## src/rtl/alu_mc.sv

```systemverilog
// alu_mc: ALU with registered single-cycle ops and optional multi-cycle
// shift-add MULU / restoring DIVU, built in when ALU_MC_MULDIV_EN is defined.
module alu_mc #(
    parameter int WIDTH = 32,
    parameter int SHW   = 5
) (
    input  logic             clk,
    input  logic             rst,
    input  logic             start,
    input  logic [3:0]       op,
    input  logic [WIDTH-1:0] op_a,
    input  logic [WIDTH-1:0] op_b,
    input  logic [SHW-1:0]   shamt,
    output logic             busy,
    output logic             done,
    output logic [WIDTH-1:0] result,
    output logic [WIDTH-1:0] result_hi,
    output logic             zero,
    output logic             ovf,
    output logic             dbz,
    output logic             illegal
);
    localparam logic [3:0] OP_ADD = 4'd0, OP_SUB = 4'd1, OP_SLL = 4'd2, OP_SRL = 4'd3,
                           OP_SRA = 4'd4, OP_AND = 4'd5, OP_OR = 4'd6, OP_NOR = 4'd7,
                           OP_XOR = 4'd8, OP_SLT = 4'd9, OP_SLTU = 4'd10;

    logic             accept, accept_mc;
    logic             fin_valid, fin_dbz;
    logic [WIDTH-1:0] fin_lo, fin_hi;
    logic [WIDTH-1:0] alu_res, sum, diff;
    logic             alu_ovf, alu_ill;

    logic             done_q, done_d, zero_q, zero_d, ovf_q, ovf_d;
    logic             dbz_q, dbz_d, illegal_q, illegal_d;
    logic [WIDTH-1:0] result_q, result_d, result_hi_q, result_hi_d;

    assign accept = start && !busy;

    always_comb begin
        sum     = op_a + op_b;
        diff    = op_a - op_b;
        alu_res = '0;
        alu_ovf = 1'b0;
        alu_ill = 1'b0;
        case (op)
            OP_ADD: begin
                alu_res = sum;
                alu_ovf = (op_a[WIDTH-1] == op_b[WIDTH-1]) && (sum[WIDTH-1] != op_a[WIDTH-1]);
            end
            OP_SUB: begin
                alu_res = diff;
                alu_ovf = (op_a[WIDTH-1] != op_b[WIDTH-1]) && (diff[WIDTH-1] != op_a[WIDTH-1]);
            end
            OP_SLL:  alu_res = op_b << shamt;
            OP_SRL:  alu_res = op_b >> shamt;
            OP_SRA:  alu_res = $signed(op_b) >>> shamt;
            OP_AND:  alu_res = op_a & op_b;
            OP_OR:   alu_res = op_a | op_b;
            OP_NOR:  alu_res = ~(op_a | op_b);
            OP_XOR:  alu_res = op_a ^ op_b;
            OP_SLT:  alu_res = {{(WIDTH-1){1'b0}}, $signed(op_a) < $signed(op_b)};
            OP_SLTU: alu_res = {{(WIDTH-1){1'b0}}, op_a < op_b};
            default: alu_ill = 1'b1;
        endcase
    end

`ifdef ALU_MC_MULDIV_EN
    localparam int CW = SHW + 1;
    localparam logic [3:0] OP_MULU = 4'd11, OP_DIVU = 4'd12;

    typedef enum logic [1:0] {S_IDLE, S_MUL, S_DIV} state_t;

    state_t           state_q, state_d;
    logic [WIDTH-1:0] hi_q, hi_d, lo_q, lo_d, opnd_q, opnd_d;
    logic [CW-1:0]    cnt_q, cnt_d;
    logic [WIDTH:0]   mul_sum, div_sh;
    logic [WIDTH-1:0] div_diff;
    logic             div_ge;

    assign busy      = (state_q != S_IDLE);
    assign accept_mc = accept && (op == OP_MULU || op == OP_DIVU);

    // hi/lo hold {partial product, multiplier} or {remainder, dividend->quotient}
    always_comb begin
        state_d   = state_q;
        hi_d      = hi_q;
        lo_d      = lo_q;
        opnd_d    = opnd_q;
        cnt_d     = cnt_q;
        fin_valid = 1'b0;
        fin_dbz   = 1'b0;
        mul_sum   = {1'b0, hi_q} + {1'b0, {WIDTH{lo_q[0]}} & opnd_q};
        div_sh    = {hi_q, lo_q[WIDTH-1]};
        div_ge    = div_sh >= {1'b0, opnd_q};
        div_diff  = div_sh[WIDTH-1:0] - opnd_q;
        case (state_q)
            S_IDLE: if (accept_mc) begin
                state_d = (op == OP_MULU) ? S_MUL : S_DIV;
                hi_d    = '0;
                lo_d    = (op == OP_MULU) ? op_b : op_a;
                opnd_d  = (op == OP_MULU) ? op_a : op_b;
                cnt_d   = '0;
            end
            S_MUL: {hi_d, lo_d} = {mul_sum, lo_q[WIDTH-1:1]};
            S_DIV: begin
                hi_d = div_ge ? div_diff : div_sh[WIDTH-1:0];
                lo_d = {lo_q[WIDTH-2:0], div_ge};
            end
            default: state_d = S_IDLE;
        endcase
        if (busy) begin
            cnt_d = cnt_q + 1'b1;
            if (cnt_q == CW'(WIDTH-1)) begin
                state_d   = S_IDLE;
                fin_valid = 1'b1;
                fin_dbz   = (state_q == S_DIV) && (opnd_q == '0);
            end
        end
    end

    assign fin_lo = lo_d;
    assign fin_hi = hi_d;

    always_ff @(posedge clk or posedge rst) begin
        if (rst) begin
            state_q <= S_IDLE;
            hi_q    <= '0;
            lo_q    <= '0;
            opnd_q  <= '0;
            cnt_q   <= '0;
        end else begin
            state_q <= state_d;
            hi_q    <= hi_d;
            lo_q    <= lo_d;
            opnd_q  <= opnd_d;
            cnt_q   <= cnt_d;
        end
    end
`else
    assign busy      = 1'b0;
    assign accept_mc = 1'b0;
    assign fin_valid = 1'b0;
    assign fin_dbz   = 1'b0;
    assign fin_lo    = '0;
    assign fin_hi    = '0;
`endif

    // Visible outputs only change on completion, so iteration state never leaks out.
    always_comb begin
        done_d      = 1'b0;
        result_d    = result_q;
        result_hi_d = result_hi_q;
        zero_d      = zero_q;
        ovf_d       = ovf_q;
        dbz_d       = dbz_q;
        illegal_d   = illegal_q;
        if (fin_valid) begin
            done_d      = 1'b1;
            result_d    = fin_lo;
            result_hi_d = fin_hi;
            zero_d      = (fin_lo == '0);
            ovf_d       = 1'b0;
            dbz_d       = fin_dbz;
            illegal_d   = 1'b0;
        end else if (accept && !accept_mc) begin
            done_d      = 1'b1;
            result_d    = alu_res;
            result_hi_d = '0;
            zero_d      = (alu_res == '0);
            ovf_d       = alu_ovf;
            dbz_d       = 1'b0;
            illegal_d   = alu_ill;
        end
    end

    always_ff @(posedge clk or posedge rst) begin
        if (rst) begin
            done_q      <= 1'b0;
            result_q    <= '0;
            result_hi_q <= '0;
            zero_q      <= 1'b0;
            ovf_q       <= 1'b0;
            dbz_q       <= 1'b0;
            illegal_q   <= 1'b0;
        end else begin
            done_q      <= done_d;
            result_q    <= result_d;
            result_hi_q <= result_hi_d;
            zero_q      <= zero_d;
            ovf_q       <= ovf_d;
            dbz_q       <= dbz_d;
            illegal_q   <= illegal_d;
        end
    end

    assign done      = done_q;
    assign result    = result_q;
    assign result_hi = result_hi_q;
    assign zero      = zero_q;
    assign ovf       = ovf_q;
    assign dbz       = dbz_q;
    assign illegal   = illegal_q;
endmodule

```

## config.mk

```make
export PLATFORM = sky130hd
export DESIGN_NAME = alu_mc
export DESIGN_NICKNAME = d
export VERILOG_FILES = /design/src/rtl/alu_mc.sv
export SDC_FILE = /design/constraint.sdc
export NUM_CORES = 1
export LEC_CHECK = 0
export BUFFER_PORTS_ARGS = -buffer_cell sky130_fd_sc_hd__buf_2
export CORE_ASPECT_RATIO = 1.75
export CORE_MARGIN = 2
export CORE_UTILIZATION = 50
export DETAILED_ROUTE_END_ITERATION = 10
export HOLD_SLACK_MARGIN = 0.08
export PLACE_DENSITY = 0.7
export SLEW_MARGIN = 0
export SYNTH_ARGS = -nofsm -noshare
export SYNTH_HDL_FRONTEND = slang
export SYNTH_SLANG_ARGS = --single-unit
```

## constraint.sdc

```tcl
create_clock -name clk -period 2.4 [get_ports clk]
set_input_delay 0.12 -clock clk [delete_from_list [all_inputs] [get_ports clk]]
set_output_delay 0.12 -clock clk [all_outputs]
set_load 0.03 [all_outputs]
```

==> run metrics, run 1 <==
Syn. warnings=0; cell with the most instances after synthesis=nor2_1; total congestion overflow=35; synthesized area per cell=between 7 and 8 µm²; last stage reached=global routing (5_1_grt); Post-synth top flop=dfrtp_1; # IOs=146; flops & latches, synth=36; area fraction of the dominant cell type after synthesis=around a tenth; die width=between 100 and 150 µm; post-synthesis sequential area ratio=7.500%; clk sink count=36; Synth Instances=1634; deepest clock path buffer count=2; count of input and output buffers=around 110; first-pass GRT wire length=131100 µm; area of the mapped netlist=12010 µm²; Initial Util=50.39%; FP Rows=75; die height=209.0 µm; post-synth top area cell=ha_1; Synth cell types=85; dpl ws=-1.575 ns; gr usage total=67.67%; vias in the first global route=21230; H-tree levels=2; pin count of the biggest net entering global routing=32; CTS root buffer=clkbuf_16; outcome=did not finish; Post-synth top cells=nor2_1, nand2_1, inv_1; stop err=[ERROR GRT-0116] Global routing finished with congestion. Check the congestion regions in the DRC Viewer.; EDFF count, synth=0; RePlAce Congestion=1.148; CTS buffer count=5; Async SR Flop Fraction=100.0%; hpwl dp=57910 µm; Synth area leaders=ha_1, dfrtp_1, mux2i_1
## cell families after synthesis
kind of cell    Yosys count  synth area share, %
simple gates            479                19.38
fa+ha+maj               101                10.65
compound gates          554                33.02
xor+xnor                 20                1.458
mux                     157                17.30
flops                    36                7.500
buf+inv                 286                10.67
other cells               1              0.03122
## repair_timing
item                       CTS
hold endpoints to repair     5
pin swaps                   86
resized for setup          339
cloned                       2
hold buffers                 1
buffers inserted            53
setup endpoints to repair   32
## per-stage QoR
step / instance area (µm²) / hold WS [ns] / std cells
detailed placement: 18000 / 0.03976 / 2622
CTS: 20070 / 0.2492 / 2682
global placement: 18000 / 0.02608 / 2622
floorplan: 12540 / 0.1514 / 1667
## routing by layer
layer	GRT overflow	global-route usage, %
met5	0	2.218
met4	23	76.22
met3	0	39.87
met2	12	91.82
met1	0	65.68
==> run 2: changes to the inputs <==
- CORE_ASPECT_RATIO: 1.75 -> not set
- CORE_UTILIZATION: 50 -> 35
- HOLD_SLACK_MARGIN: 0.08 -> not set
- PLACE_DENSITY: 0.7 -> not set
- PLACE_DENSITY_LB_ADDON: not set -> 0.15
==> run 2 against run 1 <==
- the flow now finishes, with violations (negative setup slack)
- area after synthesis unchanged
- synthesized cell count did not move
==> run metrics, run 2 <==
total congestion overflow=0; # IOs=146 (unchanged); drt total wl=74990 µm; EDFF count, synth=0 (unchanged); hpwl dp=61190 µm (+5.7%); Inst Count DP=2765 (+5.5%); cell with the most instances after synthesis=nor2_1; Via density=approximately 6; Wirelength per Cell=~26 µm; Leak Pwr=9.718 nW; violated checks=negative setup slack; CTS buffer count=5 (unchanged); CP required=around 2.6 ns; worst reg-to-reg path cell count=2; gr usage total=40.51%; drt first-iter violations=1903; Clk Latency, worst-skew pair=0.28 ns; Post-synth top cells=nor2_1, nand2_1, inv_1; Fillers=3088; NumNets Final=roughly 2600; Fmax achieved=slightly below 300 MHz; final worst slack=-0.9849 ns; Synth Instances=1634 (unchanged); area of the multi-input gates=11890 µm²; clk_skew=0 ns; die area=around 36000 µm²; Slew Limit Fails=0; CTS tree=yes; Max VDD drop=0.0003318 V; flops & latches, synth=36 (unchanged); worst hold path class=in2reg; Area Overhead vs Synth=75.86%; Max-cap violations=0; FP Rows=67 (-11%); CP startpoint kind=input port; clk sink count=36 (unchanged); Slew Limit Headroom=27.06%; R2R Path Start=zero$_DFFE_PP0P_; WHS Path Cells=2; initial antenna violation count=5; area fraction of the dominant cell type after synthesis=10.31% (unchanged); count of input and output buffers=111 (unchanged); RePlAce Congestion=1.091 (-5.0%); PD cells=328.3 nW/µm²; Least-Margin Pin Slew=1.094 ns; commonest non-fill, non-tap cell in the layout=buf_4; share of layout cells above drive strength 1=between 50% and 60%; area of the mapped netlist=12010 µm² (unchanged); reg2reg end=zero$_DFFE_PP0P_; Syn. warnings=0 (unchanged); Final period util=141.0%; Async SR Flop Fraction=100.0% (unchanged); die width=189.3 µm (+56%); commonest non-fill, non-tap cells in the layout=buf_4, nand2_1, nor2_1, buf_2, inv_1; critical path data arrival time=3.57 ns; element type at the critical path end=flip-flop; first drt pass iteration count=6; synthesized area per cell=7.351 µm² (unchanged); H-tree levels=2 (unchanged); first-pass GRT wire length=109600 µm; max reg flops=32; # setup viols final=24; CTS root buffer=clkbuf_16; antenna-violating nets left=0; Synth area leaders=ha_1, dfrtp_1, mux2i_1; deepest clock path buffer count=2 (unchanged); DP Area=18200 µm² (+1.1%); Initial Util=35.64% (-15 points); RSZ-0062 raised after global routing=true; clk slew on worst S/H paths=approximately 0.060 ns; die height=189.3 µm (-9.5%); Synth cell types=85 (unchanged); Fin. Hold Viols=0; Hold Crit Start=start; core footprint=33700 µm²; outcome=complete, but fails checks; register-to-register path setup slack=1.61 ns; post-synthesis sequential area ratio=7.500% (unchanged); Period minus WS final=around 3.4 ns; Post-synth top flop=dfrtp_1; DR DRC count=0; worst-path maximum fanout=5; Hold WS=0.2752 ns; pin count of the biggest net entering global routing=37; crit path kind=in2reg; post-synth top area cell=ha_1; vias in the first global route=around 17000; Reg area=900.9 µm²; via count=about 17000; Post-Layout Cell Count=between 2000 and 3000; hold endpoint=done$_DFF_PP0_; Post-Layout Inst Area=21120 µm²
run 2: cell counts after synthesis:
No cell type changed its count.
run 2: how the worst max path moves through the flow:
stage,cells past startpoint,endpoint,startpoint,slack [ns]
global placement,17,zero$_DFFE_PP0P_,op_b[4],-1.86
CTS,14,zero$_DFFE_PP0P_,shamt[2],-0.94
detailed placement,17,zero$_DFFE_PP0P_,op_b[4],-1.85
global route,15,zero$_DFFE_PP0P_,shamt[0],-1.13
finish,16,zero$_DFFE_PP0P_,shamt[0],-0.98
floorplan,15,zero$_DFFE_PP0P_,op_b[7],-0.69
run 2: timing repair:
item,CTS,global route
hold buffers,1,0
hold endpoints to repair,36,0
cloned,1,0
setup endpoints to repair,33,30
buffers inserted,77,25
gates resized for setup,368,99
pin swaps,101,69
run 2: layout make-up:
| class | count | area share, % |
|---|---|---|
| Multi-Input combinational cell | 1345 | 56.31 |
| Timing Repair Buffer | 900 | 33.80 |
| Sequential cell | 36 | 4.265 |
| Tap cell | 448 | 2.654 |
| Inverter | 111 | 2.168 |
| Clock buffer | 5 | 0.5923 |
| Clock inverter | 3 | 0.2014 |
| Antenna cell | 1 | 0.01185 |
run 2: metrics by stage:
step | setup TNS (ns) | total power [mW] | util, % | setup slack, ns
6_report | -8.317 | 6.934 | 62.68 | -0.9849
5_1_grt | -10.12 | 7.205 | 62.68 | -1.126
4_1_cts | -8.071 | 6.613 | 61.08 | -0.9401
3_5_place_dp | -27.63 | 5.198 | 53.99 | -1.853
3_3_place_gp | -26.65 | 5.178 | 53.99 | -1.863
2_1_floorplan | -2.124 | 2.930 | - | -0.6868
run 2: worst max-delay path: stages:
cell,delay (ns)
buf_8,0.10
buf_12,0.14
buf_8,0.12
nor2b_4,0.12
a222oi_1,0.40
buf_4,0.25
nor3_4,0.05
a211oi_4,0.20
o211ai_1,0.27
buf_4,0.22
a211oi_2,0.27
o221ai_1,0.19
a2111o_1,0.48
nor4b_2,0.27
nand4_1,0.15
o41ai_2,0.21
run 2: report_power, final:
group	internal, mW	switching (mW)	total [mW]
sequential	0.686	0.0483	0.735
combinational	2.52	2.93	5.45
clock	0.488	0.262	0.750
run 2: logic make-up (layout without fill, tap and decap cells):
logic type	count (synthesis)	in the layout	synth area share, %
muxes	157	157	17.30
other	1	35	0.03122
AOI/OAI and AO/OA	554	554	33.02
xor gates and xnor gates	20	20	1.458
adders and majority gates	101	101	10.65
buffers and inverters	286	1019	10.67
DFF	36	36	7.500
and+or+nand+nor	479	479	19.38
run 2: metal layers:
| layer | wire length, µm | global-route usage (%) | vias to the layer above |
|---|---|---|---|
| li1 | - | - | 7687 |
| met1 | 30770 | 53.55 | 8546 |
| met2 | 34220 | 66.58 | 955 |
| met3 | 6122 | 5.690 | 199 |
| met4 | 3833 | 15.98 | 8 |
| met5 | 52 | 0 | - |
Note: power is estimated with default switching activity, not from simulation.
==> run 3: changes to the inputs <==
- clock period: 2.4 -> 3.5 ns (I/O delays scaled with it)
==> run 3 against run 2 <==
- the flow finishes with violations (negative hold slack, negative setup slack)
- critical endpoint unchanged
- global-route usage shrank 2.2 points
- critical path depth is 2 higher
- clock power fell by 40%
- flip-flop and latch count unchanged
- cell count down 4.9%
- non-clock buffer count shrank 140
- count of clock-buffer cells in the layout rose by 2
- clock skew unchanged
- sequential power shrank 32%
- via count shrank 6.4%
- hold slack lost 0.29 ns
==> run metrics, run 3 (synthesis results as in run 2) <==
outcome=complete, but fails checks; violated checks=negative hold slack, negative setup slack; reg2reg end=zero$_DFFE_PP0P_; vias in the first global route=15760 (-6.0%); Final period util=100.9%; Inst Count DP=2693 (-2.6%); Setup crit end=zero$_DFFE_PP0P_; Period minus WS final=between 3 and 4 ns; H-tree levels=2 (unchanged); die area=35820 µm² (unchanged); initial antenna violation count=0 (-5); Clk pwr share=11.1% (+0.3 points); Hold-fix buffers, CTS=0 (-1); register share of total power=12.4% (+1.8 points); max reg flops=32 (unchanged); count of input and output buffers=111 (unchanged); post-layout utilization of the core=53.57% (-9.1 points); clk sink count=36 (unchanged); register-to-register path setup slack=2.64 ns (+1.03 ns); DR DRC count=0 (unchanged); worst-path maximum fanout=6 (+1); die width=189.3 µm (unchanged); first drt pass iteration count=6 (unchanged); antenna-violating nets left=0 (unchanged); total negative setup slack=-0.03249 ns (+8.284 ns); Hold WS=-0.01492 ns (-0.2902 ns); P_int=2.115 mW (-43%); clk_skew=0 ns (unchanged); RePlAce Congestion=1.066 (-2.2%); Leak Pwr=8.574 nW (-12%); Post-Layout Cell Count=2708 (-4.9%); RSZ-0062 raised after global routing=true; Max-cap violations=0 (unchanged); Initial Util=35.64% (unchanged); R2R Path Start=zero$_DFFE_PP0P_; Gate power share=76.5% (-2.1 points); share of layout cells above drive strength 1=41.11% (-11 points); Psw=1.915 mW (-41%); NumNets Final=2436 (-5.4%); CTS tree=yes; Wirelength per Cell=25.82 µm (-1.9%); switch share=47.52% (+0.78 points); drt total wl=69930 µm (-6.7%); FP Rows=67 (unchanged); CP required=3.68 ns (+1.10 ns); commonest non-fill, non-tap cells in the layout=buf_4, nand2_1, nor2_1, buf_2, inv_1; critical path data arrival time=3.71 ns (+0.14 ns); PD cells=223.2 nW/µm² (-32%); CTS buffer count=5 (unchanged); element type at the critical path end=flip-flop; Max VDD drop=0.0003529 V (+6.4%); drt first-iter violations=1724 (-9.4%); Fillers=3371 (+9.2%); CTS root buffer=clkbuf_16; Via density=6.014 (-1.5%); Slew Limit Fails=0 (unchanged); first-pass GRT wire length=102700 µm (-6.4%); core footprint=33700 µm² (unchanged); final worst slack=-0.03249 ns (+0.9525 ns); # IOs=146 (unchanged); crit path kind=in2reg; clk slew on worst S/H paths=0.05 ns (about the same); Fmax achieved=283.1 MHz; gr usage total=38.26% (-2.2 points); total congestion overflow=0 (unchanged); worst reg-to-reg path cell count=2 (unchanged); Area Overhead vs Synth=50.29%; CP startpoint kind=input port; Least-Margin Pin Slew=1.209 ns (+0.1148 ns); dpl ws=-1.079 ns (+0.7741 ns); die height=189.3 µm (unchanged); # setup viols final=1 (-96%); deepest clock path buffer count=2 (unchanged); Clk Latency, worst-skew pair=0.28 ns (about the same); commonest non-fill, non-tap cell in the layout=buf_4; Fin. Hold Viols=13 (+13); worst hold path class=in2async; pin count of the biggest net entering global routing=37 (unchanged); Antenna Cells=0 (-1); Slew Limit Headroom=19.41% (-7.7 points); hpwl dp=59550 µm (-2.7%); via count=16290 (-6.4%); Critical Path Start=op_b[12]
run 3: critical path, cell delays in order:
cell and delay, ns:
buf_2 0.13, inv_1 0.16, ha_1 0.32, buf_4 0.19
inv_1 0.10, a21oi_1 0.11, buf_4 0.15, o31ai_1 0.27
a211oi_2 0.06, buf_4 0.16, a211o_1 0.33, buf_4 0.16
a31oi_1 0.21, o221ai_2 0.16, a2111o_1 0.45, nor4b_2 0.22
nand4_1 0.13, o41ai_2 0.22
run 3: area by class of cell:
class / count / area [µm²] / share of cell area, %
Tap cell: 448 / 560.5 / 3.105
Timing Repair Buffer: 760 / 5634 / 31.21
Clock inverter: 1 / 7.507 / 0.04159
Clock buffer: 7 / 142.6 / 0.7901
Multi-Input combinational cell: 1345 / 10390 / 57.55
Inverter: 111 / 416.7 / 2.308
Sequential cell: 36 / 900.9 / 4.990
run 3: what timing repair did:
action	CTS	global route
resized for setup	67	30
buffers inserted	6	4
cloned	0	0
pin swaps	28	18
setup endpoints to repair	6	4
endpoints found under the hold margin	0	0
run 3: per-stage QoR:
stage / instance area [µm²] / power, mW
after detailed placement: 17400 / 3.408
after global placement: 17400 / 3.405
final: 18050 / 4.029
after CTS: 17890 / 3.934
after global routing: 18050 / 4.223
after floorplan: 12150 / 1.942
run 3: power by group through the flow:
stage | clock [mW] | combinational (mW) | sequential (mW)
6_report | 0.448 | 3.08 | 0.499
5_1_grt | 0.464 | 3.25 | 0.507
4_1_cts | 0.452 | 2.98 | 0.500
3_5_place_dp | 0 | 2.90 | 0.506
3_3_place_gp | 0 | 2.90 | 0.504
2_1_floorplan | 0 | 1.33 | 0.615
run 3: per-layer routing:
metal  routed length (µm)  global-route usage [%]  up-vias
met4                 3097                   15.56        0
met3                 5736                   5.209      142
li1                     -                       -     7394
met5                    0                       0        -
met1                30470                   52.61     7920
met2                30630                   60.24      831
run 3: worst min-delay path by stage:
stage	startpoint	endpoint	slack [ns]
finish	rst	result[13]$_DFFE_PP0P_	-0.01
global route	rst	result[13]$_DFFE_PP0P_	0.04
CTS	rst	result[12]$_DFFE_PP0P_	0.003
detailed placement	rst	result[12]$_DFFE_PP0P_	0.30
global placement	rst	result[13]$_DFFE_PP0P_	0.29
floorplan	start	done$_DFF_PP0_	0.21
==> run 4: changes to the inputs <==
- REMOVE_ABC_BUFFERS: not set -> 1
==> run 4 against run 3 <==
- the run ends with negative setup slack left
- core utilization is 0.51 points higher
- flip-flop and latch count stayed put
- final area is 0.96% higher
- combinational power hardly changed
- first-iteration DRC count is 6.8% higher
- cell count is 0.66% higher
- power is 0.21% higher
- clock skew stayed put
- count of clock-buffer cells in the layout is 1 lower
- critical path type unchanged
==> run metrics, run 4 (synthesis results as in run 2) <==
die area=35820 µm² (unchanged); core footprint=33700 µm² (unchanged); antenna-violating nets left=0 (unchanged); H-tree levels=2 (unchanged); via count=16490 (+1.3%); NumNets Final=2452 (+0.66%); drt first-iter violations=1841 (+6.8%); Psw=1.920 mW (+0.29%); CP startpoint kind=input port; final worst slack=-0.1581 ns (-0.1256 ns); DP Area=17470 µm² (+0.39%); PD cells=221.6 nW/µm² (-0.74%); clk_skew=0 ns (unchanged); Fillers=3376 (+0.15%); Worst path slowest cell=a2111o_1; drt total wl=69490 µm (-0.64%); gr usage total=38.06% (-0.21 points); outcome=complete, but fails checks; violated checks=negative setup slack; CP required=3.68 ns (about the same); register share of total power=12.4% (about the same); Initial Util=35.64% (unchanged); Gate power share=76.5% (about the same); Hold Crit Start=start; die width=189.3 µm (unchanged); clk slew on worst S/H paths=0.05 ns (about the same); register-to-register path setup slack=2.67 ns (+0.03 ns); Area Overhead vs Synth=51.73%; # setup viols final=1 (unchanged); deepest clock path buffer count=2 (unchanged); crit path kind=in2reg; Fin. Hold Viols=0 (-13); initial antenna violation count=4 (+4); Max-cap violations=0 (unchanged); max reg flops=32 (unchanged); Via density=6.051 (+0.60%); CTS buffer count=5 (unchanged); reg2reg end=zero$_DFFE_PP0P_; CTS tree=yes; worst hold path class=in2reg; clk sink count=36 (unchanged); die height=189.3 µm (unchanged); worst reg-to-reg path cell count=2 (unchanged); Final period util=104.5% (+3.6 points); R2R Path Start=zero$_DFFE_PP0P_; Slew Limit Headroom=35.26% (+16 points); Final Power=4.038 mW (+0.21%); first-pass GRT wire length=103000 µm (+0.37%); hold endpoint=done$_DFF_PP0_; worst-path maximum fanout=9 (+3); crit-path max cell delay=0.42 ns (-0.03 ns); pin count of the biggest net entering global routing=37 (unchanged); hpwl dp=59090 µm (-0.77%); Leak Pwr=8.664 nW (+1.1%); share of layout cells above drive strength 1=41.92% (+0.81 points); Max VDD drop=0.0005643 V (+60%); DR DRC count=0 (unchanged); first drt pass iteration count=6 (unchanged); count of input and output buffers=111 (unchanged); RePlAce Congestion=1.033 (-3.1%); element type at the critical path end=flip-flop; critical-path cell list=buf_2 -> clkinvlp_4 -> ha_4 -> buf_8 -> nand3_2 -> or3_4 -> a32oi_1 -> buf_4 -> and3_4 -> o21ba_2 -> nor4_1 -> or3b_4 -> a2111o_1 -> nor4b_4 -> nand4_1 -> o41ai_2; Slew Limit Fails=0 (unchanged); Period minus WS final=3.658 ns (+0.1256 ns); CTS root buffer=clkbuf_16; vias in the first global route=16040 (+1.8%); P_int=2.118 mW (+0.14%); WHS Path Cells=2; Wirelength per Cell=25.49 µm (-1.3%); # IOs=146 (unchanged); FP Rows=67 (unchanged); Clk pwr share=11.1% (about the same); Least-Margin Pin Slew=0.9636 ns (-0.2453 ns); total congestion overflow=0 (unchanged); Post-Layout Inst Area=18230 µm² (+0.96%); switch share=47.56% (about the same); commonest non-fill, non-tap cell in the layout=buf_4; Clk Latency, worst-skew pair=0.28 ns (about the same); commonest non-fill, non-tap cells in the layout=buf_4, nor2_1, nand2_1, inv_1, buf_2; RSZ-0062 raised after global routing=true; Fmax achieved=273.4 MHz (-3.4%); critical path data arrival time=3.84 ns (+0.13 ns)
## run 4: changes by cell type in the layout (fill, tap and decap cells not counted), sizes merged
cell	delta
diode	+2
clkbuf	-1
buf	+15
inv	-1
dlygate4sd3	+1
clkinv	+2
## run 4: power by group through the flow
stage | Combinational (mW) | Sequential, mW | Clock (mW)
after floorplan | 1.17 | 0.615 | 0
after global placement | 2.88 | 0.504 | 0
after detailed placement | 2.89 | 0.506 | 0
after CTS | 2.98 | 0.500 | 0.456
after global routing | 3.26 | 0.506 | 0.474
final | 3.09 | 0.499 | 0.450
## run 4: critical path, delay by kind of cell
family / cells / cell delay, ns
AND/OR/NAND/NOR: 7 / 1.49
AO/OA/AOI/OAI: 4 / 1.15
buffers and inverters: 4 / 0.66
adder cells (fa/ha/maj): 1 / 0.33
## run 4: layout make-up
class / instances / area, µm² / share of cell area (%)
well taps: 448 / 560.5 / 3.076
flip-flops and latches: 36 / 900.9 / 4.943
inverters: 111 / 420.4 / 2.307
diodes: 2 / 5.005 / 0.02746
clock inverters: 2 / 10.01 / 0.05492
clock buffers: 6 / 138.9 / 0.7620
repair buffers: 776 / 5782 / 31.72
multi-input cells: 1345 / 10410 / 57.11
## run 4: through the flow
| stage | utilization [%] | hold WS (ns) | instances | TNS (ns) | setup slack [ns] |
|---|---|---|---|---|---|
| after floorplan | - | 0.2064 | 1492 | -1.054 | -0.4488 |
| after global placement | 51.84 | 0.2910 | 2703 | -2.996 | -1.055 |
| after detailed placement | 51.84 | 0.2929 | 2703 | -3.308 | -1.105 |
| after CTS | 53.58 | 0.2771 | 2721 | -0.1333 | -0.1333 |
| after global routing | 54.07 | 0.2917 | 2724 | -0.2755 | -0.2755 |
| final | 54.08 | 0.2901 | 2726 | -0.1581 | -0.1581 |
## run 4: routing by layer
| layer | share of wire (%) | up-vias | track usage, % |
|---|---|---|---|
| met3 | 7.5 | 144 | 3.800 |
| met5 | 0.019 | - | 0 |
| met2 | 45 | 888 | 62.10 |
| li1 | - | 7421 | - |
| met4 | 3.8 | 2 | 12.46 |
| met1 | 44 | 8039 | 52.55 |
## run 4: worst max-delay path by stage
stage | startpoint | to | slack [ns]
2_1_floorplan | op[2] | zero$_DFFE_PP0P_ | -0.45
5_1_grt | op_b[4] | zero$_DFFE_PP0P_ | -0.28
4_1_cts | shamt[1] | zero$_DFFE_PP0P_ | -0.13
3_3_place_gp | op_b[1] | zero$_DFFE_PP0P_ | -1.05
6_report | op_b[7] | zero$_DFFE_PP0P_ | -0.16
3_5_place_dp | op_b[1] | zero$_DFFE_PP0P_ | -1.10
## run 4: timing repair
action | in CTS | in global routing
hold buffers | 1 | 0
pin swaps | 15 | 7
gates cloned | 0 | 0
resized for setup | 83 | 28
endpoints found under the setup margin | 5 | 6
buffers inserted | 10 | 3
endpoints found under the hold margin | 16 | 0
